File: src/rtl/zigbee_apb_pkg.sv
// Shared types and constants for the Zigbee APB master.
package zigbee_apb_pkg;

    localparam int APB_DW = 8;

    localparam logic TGT_FIFO_TX = 1'b0;
    localparam logic TGT_FIFO_RX = 1'b1;

    typedef enum logic [1:0] {
        IDLE,
        SETUP,
        ACCESS,
        RESP
    } apb_state_t;

endpackage

File: src/rtl/zigbee_apb_master.sv
// APB initiator turning one host command into one transfer on the Tx/Rx FIFO bus,
// with a PREADY timeout and a saturating error counter.
module zigbee_apb_master
    import zigbee_apb_pkg::*;
#(
    parameter int TIMEOUT_CYCLES = 16
) (
    input  logic              clk_i,
    input  logic              reset_i,
    input  logic              cmd_valid_i,
    output logic              cmd_ready_o,
    input  logic              cmd_target_i,
    input  logic              cmd_write_i,
    input  logic [APB_DW-1:0] cmd_wdata_i,
    output logic              psel_tx_o,
    output logic              psel_rx_o,
    output logic              penable_o,
    output logic              pwrite_o,
    output logic [APB_DW-1:0] pwdata_o,
    input  logic [APB_DW-1:0] prdata_i,
    input  logic              pready_i,
    input  logic              pslverr_i,
    output logic              rsp_valid_o,
    input  logic              rsp_ready_i,
    output logic [APB_DW-1:0] rsp_rdata_o,
    output logic              rsp_err_o,
    output logic              rsp_timeout_o,
    output logic [7:0]        err_cnt_o
);

    localparam int TW = (TIMEOUT_CYCLES > 1) ? $clog2(TIMEOUT_CYCLES) : 1;
    localparam logic [TW-1:0] TMO_LAST = TW'(TIMEOUT_CYCLES - 1);

    apb_state_t        state_q, state_d;
    logic              target_q, target_d;
    logic              write_q, write_d;
    logic [APB_DW-1:0] wdata_q, wdata_d;
    logic [TW-1:0]     tmo_cnt_q, tmo_cnt_d;
    logic [APB_DW-1:0] rdata_q, rdata_d;
    logic              err_q, err_d;
    logic              timeout_q, timeout_d;
    logic [7:0]        err_cnt_q, err_cnt_d;
    logic              bus_active;

    always_comb begin
        state_d   = state_q;
        target_d  = target_q;
        write_d   = write_q;
        wdata_d   = wdata_q;
        tmo_cnt_d = tmo_cnt_q;
        rdata_d   = rdata_q;
        err_d     = err_q;
        timeout_d = timeout_q;
        err_cnt_d = err_cnt_q;
        case (state_q)
            IDLE: begin
                if (cmd_valid_i) begin
                    target_d = cmd_target_i;
                    write_d  = cmd_write_i;
                    wdata_d  = cmd_wdata_i;
                    state_d  = SETUP;
                end
            end
            SETUP: begin
                tmo_cnt_d = '0;
                state_d   = ACCESS;
            end
            ACCESS: begin
                // A pready arriving in the final allowed cycle still completes normally.
                if (pready_i) begin
                    rdata_d   = write_q ? '0 : prdata_i;
                    err_d     = pslverr_i;
                    timeout_d = 1'b0;
                    state_d   = RESP;
                end else if (tmo_cnt_q == TMO_LAST) begin
                    rdata_d   = '0;
                    err_d     = 1'b1;
                    timeout_d = 1'b1;
                    state_d   = RESP;
                end else begin
                    tmo_cnt_d = tmo_cnt_q + TW'(1);
                end
            end
            RESP: begin
                if (rsp_ready_i) begin
                    state_d = IDLE;
                    if (err_q && (err_cnt_q != 8'hFF)) begin
                        err_cnt_d = err_cnt_q + 8'd1;
                    end
                end
            end
            default: state_d = IDLE;
        endcase
    end

    always_ff @(posedge clk_i) begin
        if (reset_i) begin
            state_q   <= IDLE;
            target_q  <= 1'b0;
            write_q   <= 1'b0;
            wdata_q   <= '0;
            tmo_cnt_q <= '0;
            rdata_q   <= '0;
            err_q     <= 1'b0;
            timeout_q <= 1'b0;
            err_cnt_q <= '0;
        end else begin
            state_q   <= state_d;
            target_q  <= target_d;
            write_q   <= write_d;
            wdata_q   <= wdata_d;
            tmo_cnt_q <= tmo_cnt_d;
            rdata_q   <= rdata_d;
            err_q     <= err_d;
            timeout_q <= timeout_d;
            err_cnt_q <= err_cnt_d;
        end
    end

    // Outputs decode only from flops, so no input reaches an output combinationally.
    assign bus_active    = (state_q == SETUP) || (state_q == ACCESS);
    assign cmd_ready_o   = (state_q == IDLE);
    assign psel_tx_o     = bus_active && (target_q == TGT_FIFO_TX);
    assign psel_rx_o     = bus_active && (target_q == TGT_FIFO_RX);
    assign penable_o     = (state_q == ACCESS);
    assign pwrite_o      = bus_active && write_q;
    assign pwdata_o      = (bus_active && write_q) ? wdata_q : '0;
    assign rsp_valid_o   = (state_q == RESP);
    assign rsp_rdata_o   = rdata_q;
    assign rsp_err_o     = err_q;
    assign rsp_timeout_o = timeout_q;
    assign err_cnt_o     = err_cnt_q;

endmodule
File: config.mk
export PLATFORM = sky130hd
export DESIGN_NAME = zigbee_apb_master
export DESIGN_NICKNAME = d
export VERILOG_FILES = /design/src/rtl/zigbee_apb_pkg.sv /design/src/rtl/zigbee_apb_master.sv
export SDC_FILE = /design/constraint.sdc
export NUM_CORES = 1
export LEC_CHECK = 0
export CAP_MARGIN = 20
export CORE_MARGIN = 4
export CORE_UTILIZATION = 65
export DETAILED_ROUTE_END_ITERATION = 10
export DONT_BUFFER_PORTS = 1
export GPL_TIMING_DRIVEN = 0
export PLACE_DENSITY = 0.93
export REMOVE_ABC_BUFFERS = 1
export SETUP_SLACK_MARGIN = 0.2
export SYNTH_ARGS = -nofsm -noshare
export SYNTH_HDL_FRONTEND = slang
export SYNTH_SLANG_ARGS = --single-unit
export TNS_END_PERCENT = 30
File: constraint.sdc
create_clock -name clk_i -period 4.1 [get_ports clk_i]
set_clock_uncertainty 0.1 [all_clocks]
set_input_delay 0.82 -clock clk_i [delete_from_list [all_inputs] [get_ports clk_i]]
set_output_delay 0.82 -clock clk_i [all_outputs]
set_load 0.02 [all_outputs]
# Word level (Yosys, flattened, before mapping)
# Index checks and enable logic that the tools add are counted.
[word_totals]
ff_bits = 34
latch_bits = 0
mem_bits_rw = 0
mem_bits_ro = 0
in_bits = 24
output_inout_bits = 32
elab_cells = 50
mem_count = 0
[op_classes]
addsub = 2
n_mul = 0
n_div = 0
order_cmp = 0
eq_ne = 10
n_shift = 0
muxes = 15
bitwise = 1
reduce_logical = 13
[ops]
columns = ["cell", "n"]
rows = [
  ["two-way mux 8 bit", 4],
  ["AND reduction 3 bit", 3],
  ["adder 8 x 1 -> 8 bit, second input constant", 1],
  ["two-way mux 2 bit", 4],
  ["two-way mux 4 bit", 2],
  ["!= test 8 bit, second input constant", 1],
  ["one-hot mux 2 bit (4 select lines)", 1],
  ["one-hot mux 4 bit (2 select lines)", 1],
  ["!= test 2 bit, second input constant", 3],
  ["adder 4 x 1 -> 4 bit, second input constant", 1],
  ["== test 2 bit, second input constant", 2],
  ["== test 4 bit, second input constant", 1],
  ["logical AND 1 bit", 4],
  ["AND reduction 2 bit", 2],
  ["nonzero test 2 bit", 2],
  ["two-way mux 1 bit", 3],
  ["!= test 3 x 1 -> 1 bit, second input constant", 1],
  ["== test 2 x 1 -> 1 bit, second input constant", 1],
  ["logical NOT 2 bit", 1],
  ["!= test 2 x 1 -> 1 bit, second input constant", 1],
  ["logical OR 1 bit", 1],
  ["inverter 1 bit", 1],
]

# Longest topological paths before layout
# Gate-level depths: netlist of the first run.
[depth]
depth_word = 4
mapped_depth = 6

# Worst setup path after synthesis of the first run
# OpenSTA, ideal clock, no wires.
[synth_path]
path_type = "flip-flop to output port"
start = "reg state_q[1]"
end = "out psel_tx_o"
t_arrival_ns = 1.460
required_time_ns = 3.180
path_slack_ns = 1.720
path_stages_with_launch = 6
path_cell_list = "dfxtp_1 > inv_1 > ha_1 > clkbuf_1 > clkbuf_1 > nor2b_1"
[synth_between]
elab_chain_len = 3
word_cells_on_any_way = 4
cone_classes = "eq/ne: 2; reduce/logical: 2"
[synth_lines]
columns = ["item", "line", "source"]
rows = [
  ["start, declared", "zigbee_apb_master.sv:34", "apb_state_t state_q, state_d;"],
  ["start signal, assigned", "zigbee_apb_master.sv:108", "state_q <= state_d;"],
  ["== test 2 x 1 -> 1 bit / == test 2 bit (equally long branches)", "zigbee_apb_master.sv:121", "assign bus_active = (state_q == SETUP) || (state_q == ACCESS);"],
  ["logical OR 1 bit *", "zigbee_apb_master.sv:121", ""],
  ["logical AND 1 bit *", "zigbee_apb_master.sv:123", "assign psel_tx_o = bus_active && (target_q == TGT_FIFO_TX);"],
  ["end, declared", "zigbee_apb_master.sv:15", "output logic psel_tx_o,"],
]
# Every way passes the cells marked *; elsewhere a longest branch is shown, timed or not.

# Worst setup path in the final report of the first run
# Ends and elaborated chain as after synthesis.

==> results of run 1 <==
-- per-layer routing --
layer / up-vias / share of wire (%) / GRT usage [%]
li1: 705 / - / -
met1: 669 / 41 / 26.0
met2: 70 / 48 / 37.5
met3: 7 / 10 / 11.6
met4: 0 / 1.1 / 11.6
met5: - / 0 / 0
-- cell usage in the layout (no fill, tap or decap), types with 3 or more instances in the layout --
| master | count |
|---|---|
| ha_1 | 5 |
| a21oi_1 | 15 |
| and3_1 | 11 |
| dfxtp_1 | 34 |
| nor3_1 | 3 |
| a31oi_1 | 6 |
| a211oi_1 | 6 |
| inv_1 | 5 |
| and2_1 | 5 |
| clkbuf_4 | 5 |
| nor2_1 | 3 |
| nand2b_1 | 14 |
| nand3_1 | 6 |
| nand4_1 | 10 |
| o21ai_0 | 9 |
| nor2b_1 | 5 |
| nand2_1 | 26 |
-- tightest hold or removal path, stage by stage, from the launching register on --
cell,delay (ps)
dfxtp_1,320
nand2_1,50
a21oi_1,50
-- sequential cells by signal (all words and copies together) (netlist names) --
register       count
write_q            1
rsp_err_o          1
wdata_q            8
tmo_cnt_q          4
target_q           1
err_cnt_o          8
state_q            2
rsp_timeout_o      1
rsp_rdata_o        8
-- logic make-up after synthesis --
| logic type | count (synthesis) | synth area share (%) |
|---|---|---|
| flip-flops | 34 | 41.3 |
| buffers and inverters | 17 | 4.02 |
| adder cells (fa/ha/maj) | 5 | 3.79 |
| multiplexers | 4 | 2.58 |
| AO/OA/AOI/OAI | 43 | 16.0 |
| AND/OR/NAND/NOR | 95 | 32.3 |
-- power groups by stage --
stage | Combinational, µW | Sequential, µW | Clock, µW
after global routing | 277 | 402 | 218
after global placement | 233 | 401 | 0
after detailed placement | 249 | 404 | 0
after floorplan | 201 | 396 | 0
final | 249 | 397 | 192
after CTS | 248 | 397 | 197
-- cell type report --
class	count	area (µm²)	share of cell area, %
inverters	5	18.8	1.11
well taps	28	35.0	2.06
multi-input cells	147	902	53.2
flip-flops and latches	34	681	40.1
clock inverters	1	5.00	0.295
clock buffers	7	55.1	3.24
-- metrics by stage --
stage	cell area, µm²	cells	util (%)
5_1_grt	1700	222	73.2
4_1_cts	1700	222	73.2
2_1_floorplan	1600	186	-
6_report	1700	222	73.2
3_5_place_dp	1640	214	70.6
3_3_place_gp	1640	214	70.6
-- final timing paths --
check / end / slack [ps] / startpoint / cells after the start
worst max register to register: tmo_cnt_q[3] / 1960 / state_q[0] / 5
worst min-delay path: wdata_q[1] / 350 / wdata_q[1] / 2
worst max-delay path: psel_tx_o / 1390 / state_q[1] / 3
worst min register to register: wdata_q[1] / 350 / wdata_q[1] / 2
==> impl_results.md, run 1 <==
- Share of the synthesized area in the top cell type: 41.3%
- CTS tree: done
- Post-synth ARST share: 0%
- Final setup fails: 0
- Number of buffers inserted by port buffering: 0
- Post-DR vias/cell: between 6 and 7
- Core Area: 0.00232 mm²
- Fin nets: 222
- CP startpoint kind: flop
- Initial drt markers: 99
- Worst-Skew Late Latency: 330 ps
- Post-route ant nets: 0
- Bufs and invs on worst path: 1
- Initial antenna violation count: 0
- Fraction of layout cells with a size suffix above 1: 5.15%
- Sequential share of the synthesized area: between 40% and 50%
- DIE AREA: 0.00341 mm²
- Clk buf depth: 2
- Vias in the first global route: 1436
- Status: finished, final reports clean
- Hold/Removal Path Class: flop to flop
- Synth Warn #: 0
- Area leader, netlist: dfxtp_1
- Sw power: about 320 µW
- Cts repair resizes: 0
- Die Y: 58.4 µm
- Yosys cell types: 36
- Number of flops mapped to enable cells by yosys: 0
- Combinational Power Share: 29.7%
- Final setup margin: between 1000 and 1500 ps
- CTS H-Tree Depth: 2
- Total I/O pin count: 56
- Power, Total: 838 µW
- Worst IR Drop VDD: 0.418 mV
- Worst Tran Pin Value: 907 ps
- Part of the cycle the worst path needs: 66.2%
- Clk slew on worst S/H paths: around 100 ps
- Largest net degree at the start of global routing: 40
- Fin Setup TNS: 0 ps
- Post-Syn Area: 0.00165 mm²
- Final min period: about 2700 ps
- Hold Slack: 350 ps
- Die width: 58.4 µm
- Root Buffer: clkbuf_4
- Antenna Cells: 0
- DRT Wirelength: ~3800 µm
- Final HPWL DP: ~2700 µm
- Pwr per Cell Area: approximately 500 mW/mm²
- Dpl ws: 1730 ps
- Site Rows: 17
- # fillers: roughly 190
- All-layer global routing usage: 23.5%
- CP max FO: 19
- GP Congestion: between 0.8 and 0.9
- Synth top cells by count: dfxtp_1, nand2_1, a21oi_1, nand2b_1, and3_1
- Gr ovfl total: 0
- Cell at the slowest stage of the critical path: ha_1
- Syn_area_per_cell: 8.33 µm²
- Clock group share of total power: 22.9%
- RSZ-0062 raised after global routing: no
- CP Cell Sequence: inv_1, ha_1, nor2b_1
- Pint: 520 µW
- Pleak: 0.000613 µW
- Avg WL per Cell: approximately 17 µm
- Worst path arrival time: 1790 ps
- Drt drc: 0
- Critical path endpoint category: primary output
- Sequential share of power: 47.4%
- Initial Util: 71.1%
- Top-count cell post-synth: dfxtp_1
- Slew Viols, Final: 0
- CP required: 3180 ps
- Area contributors post-synth: dfxtp_1, nand2_1, nand2b_1
- Max cap viols: 0
- Cts-stage hold buffer count: 0
- Via count: 1451
- Switching share of power: 37.9%
- Post-CTS setup buffers: 0
- Clock buffers created by TritonCTS: 5
- Fin. Hold Viols: 0
- CP delay by family, top: adder cells
- TritonRoute pass-1 iters: 6
- Area added between synthesis and finish: 2.88%
- Clock sink total: 34
- Synth Flop Type: dfxtp_1
- Post-synthesis register bit count: 34
- Fmax: about 370 MHz
- First-pass GRT wire length: ~6200 µm
- Syn Inst Count: a little under 200
- CP peak stage delay: 590 ps
- CP Class: flop to primary output
- Slew margin rel.: 39.5%
No activity file was read; power rests on OpenSTA's default activity.
==> inputs of run 2 (changes only) <==
Settings changed: CORE_UTILIZATION 65 to 55, PLACE_DENSITY 0.93 to 0.85.
Clock period 4.1 ns to 2.4 ns, I/O delays scaled along.
==> impl_results.md, run 2 (synthesized netlist as in run 1, its figures left out) <==
- Status: finished, final reports clean
- DRT Wirelength: 3790 µm (-1.3%)
- CTS H-Tree Depth: 2 (unchanged)
- Initial Util: 58.8% (-12 points)
- CP startpoint kind: flop
- Worst Tran Pin Value: 920 ps (+12.5 ps)
- Hold/Removal Path Class: input pin to flop
- Die width: 62.8 µm (+7.5%)
- Cts-stage hold buffer count: 0 (unchanged)
- GP Congestion: 0.827 (-4.1%)
- Max cap viols: 0 (unchanged)
- Die Y: 62.8 µm (+7.5%)
- TritonRoute pass-1 iters: 4 (-2)
- Initial antenna violation count: 0 (unchanged)
- Final min period: 2200 ps
- Gr ovfl total: 0 (unchanged)
- Placed insts: 217 (+1.4%)
- All-layer global routing usage: 20.1% (-3.4 points)
- First-pass GRT wire length: 6470 µm (+4.8%)
- Worst path arrival time: 1620 ps (-170 ps)
- Finished Layout Cells: 223 (+0.45%)
- Clk buf depth: 2 (unchanged)
- Number of buffers inserted by port buffering: 0 (unchanged)
- Worst-Skew Late Latency: 330 ps (about the same)
- CP required: 1820 ps (-1360 ps)
- Worst IR Drop VDD: 0.596 mV (+42%)
- Critical path endpoint category: primary output
- Slew margin rel.: 38.7% (-0.83 points)
- Root Buffer: clkbuf_4
- Fraction of layout cells with a size suffix above 1: 6.77% (+1.6 points)
- CTS tree: done
- Pleak: 0.000606 µW (-1.1%)
- Pwr per Cell Area: 838 mW/mm² (+70%)
- CP max FO: 19 (unchanged)
- Area added between synthesis and finish: 3.03%
- Final HPWL DP: 2770 µm (+4.5%)
- Avg WL per Cell: 17.0 µm (-1.7%)
- Total I/O pin count: 56 (unchanged)
- Most common cell after layout, fill and taps aside: dfxtp_1
- CP peak stage delay: 500 ps (-90 ps)
- RSZ-0062 raised after global routing: yes
- Via count: 1435 (-1.1%)
- Initial drt markers: 174 (+76%)
- Site Rows: 19 (+2)
- Most frequent cells in the layout: dfxtp_1, nand2_1, a21oi_1
- Largest net degree at the start of global routing: 40 (unchanged)
- Core Area: 0.00281 mm² (+21%)
- DIE AREA: 0.00394 mm² (+16%)
- Drt drc: 0 (unchanged)
- Clk slew on worst S/H paths: 100 ps (about the same)
- Final setup fails: 0 (unchanged)
- Post-DR vias/cell: 6.43 (-1.5%)
- Hold Slack: 107 ps (-243 ps)
- Cell at the slowest stage of the critical path: ha_2
- Slew Viols, Final: 0 (unchanged)
- Part of the cycle the worst path needs: 91.6%
- Vias in the first global route: 1435 (-0.070%)
- Fin nets: 222 (unchanged)
- Antenna Cells: 0 (unchanged)
- Fin. Hold Viols: 0 (unchanged)
- Fmax: 455 MHz
- Post-route ant nets: 0 (unchanged)
- Clock buffers created by TritonCTS: 5 (unchanged)
- Clock sink total: 34 (unchanged)
- Fin Setup TNS: 0 ps (unchanged)
- CP Cell Sequence: inv_1, ha_2, and3_1
- CP Class: flop to primary output
[run 2: worst max-delay path: cells and delay by family (launching register included)]
family / cells / cell delay [ps]
fa+ha+maj: 1 / 500
flops: 1 / 390
simple gates: 1 / 330
buf+inv: 1 / 60
[run 2: worst paths after layout]
kind	start	end	slack (ps)	depth (start not counted)
min reg2reg	wdata_q[1]	wdata_q[1]	360	2
max	state_q[1]	pwdata_o[3]	200	3
max reg2reg	state_q[0]	tmo_cnt_q[3]	290	5
min	reset_i	target_q	110	1
[run 2: per-layer routing]
metal  up-vias  GRT usage, %  routed length, µm
li1        703             -                  -
met1       674          23.0               1550
met2        54          33.6               1960
met3         4          8.45                269
met4         0          6.89                 18
met5         -             0                  0
[run 2: stage by stage]
step / setup WS, ps / power [µW] / area (µm²) / util, %
4_1_cts: 182 / 1430 / 1700 / 60.6
3_3_place_gp: 435 / 1090 / 1640 / 58.5
3_5_place_dp: 324 / 1110 / 1640 / 58.5
2_1_floorplan: 589 / 1020 / 1600 / -
6_report: 203 / 1420 / 1700 / 60.6
5_1_grt: 94.7 / 1520 / 1700 / 60.6
[run 2: final cells by class]
class / count / area, µm²
well taps: 31 / 38.8
flip-flops and latches: 34 / 681
fillers: 250 / 1110
multi-input cells: 147 / 910
clock buffers: 6 / 51.3
inverters: 5 / 18.8
[run 2: power breakdown]
part           internal, µW  switching [µW]  total, µW
Sequential              621            56.3        677
Combinational           140             296        436
Clock                   132             179        311
Total                   893             531       1420
[run 2: what timing repair did]
item / in CTS / in global routing
endpoints found under the setup margin: 11 / 15
buffers inserted: 0 / 0
pin swaps: 0 / 0
resized for setup: 4 / 0
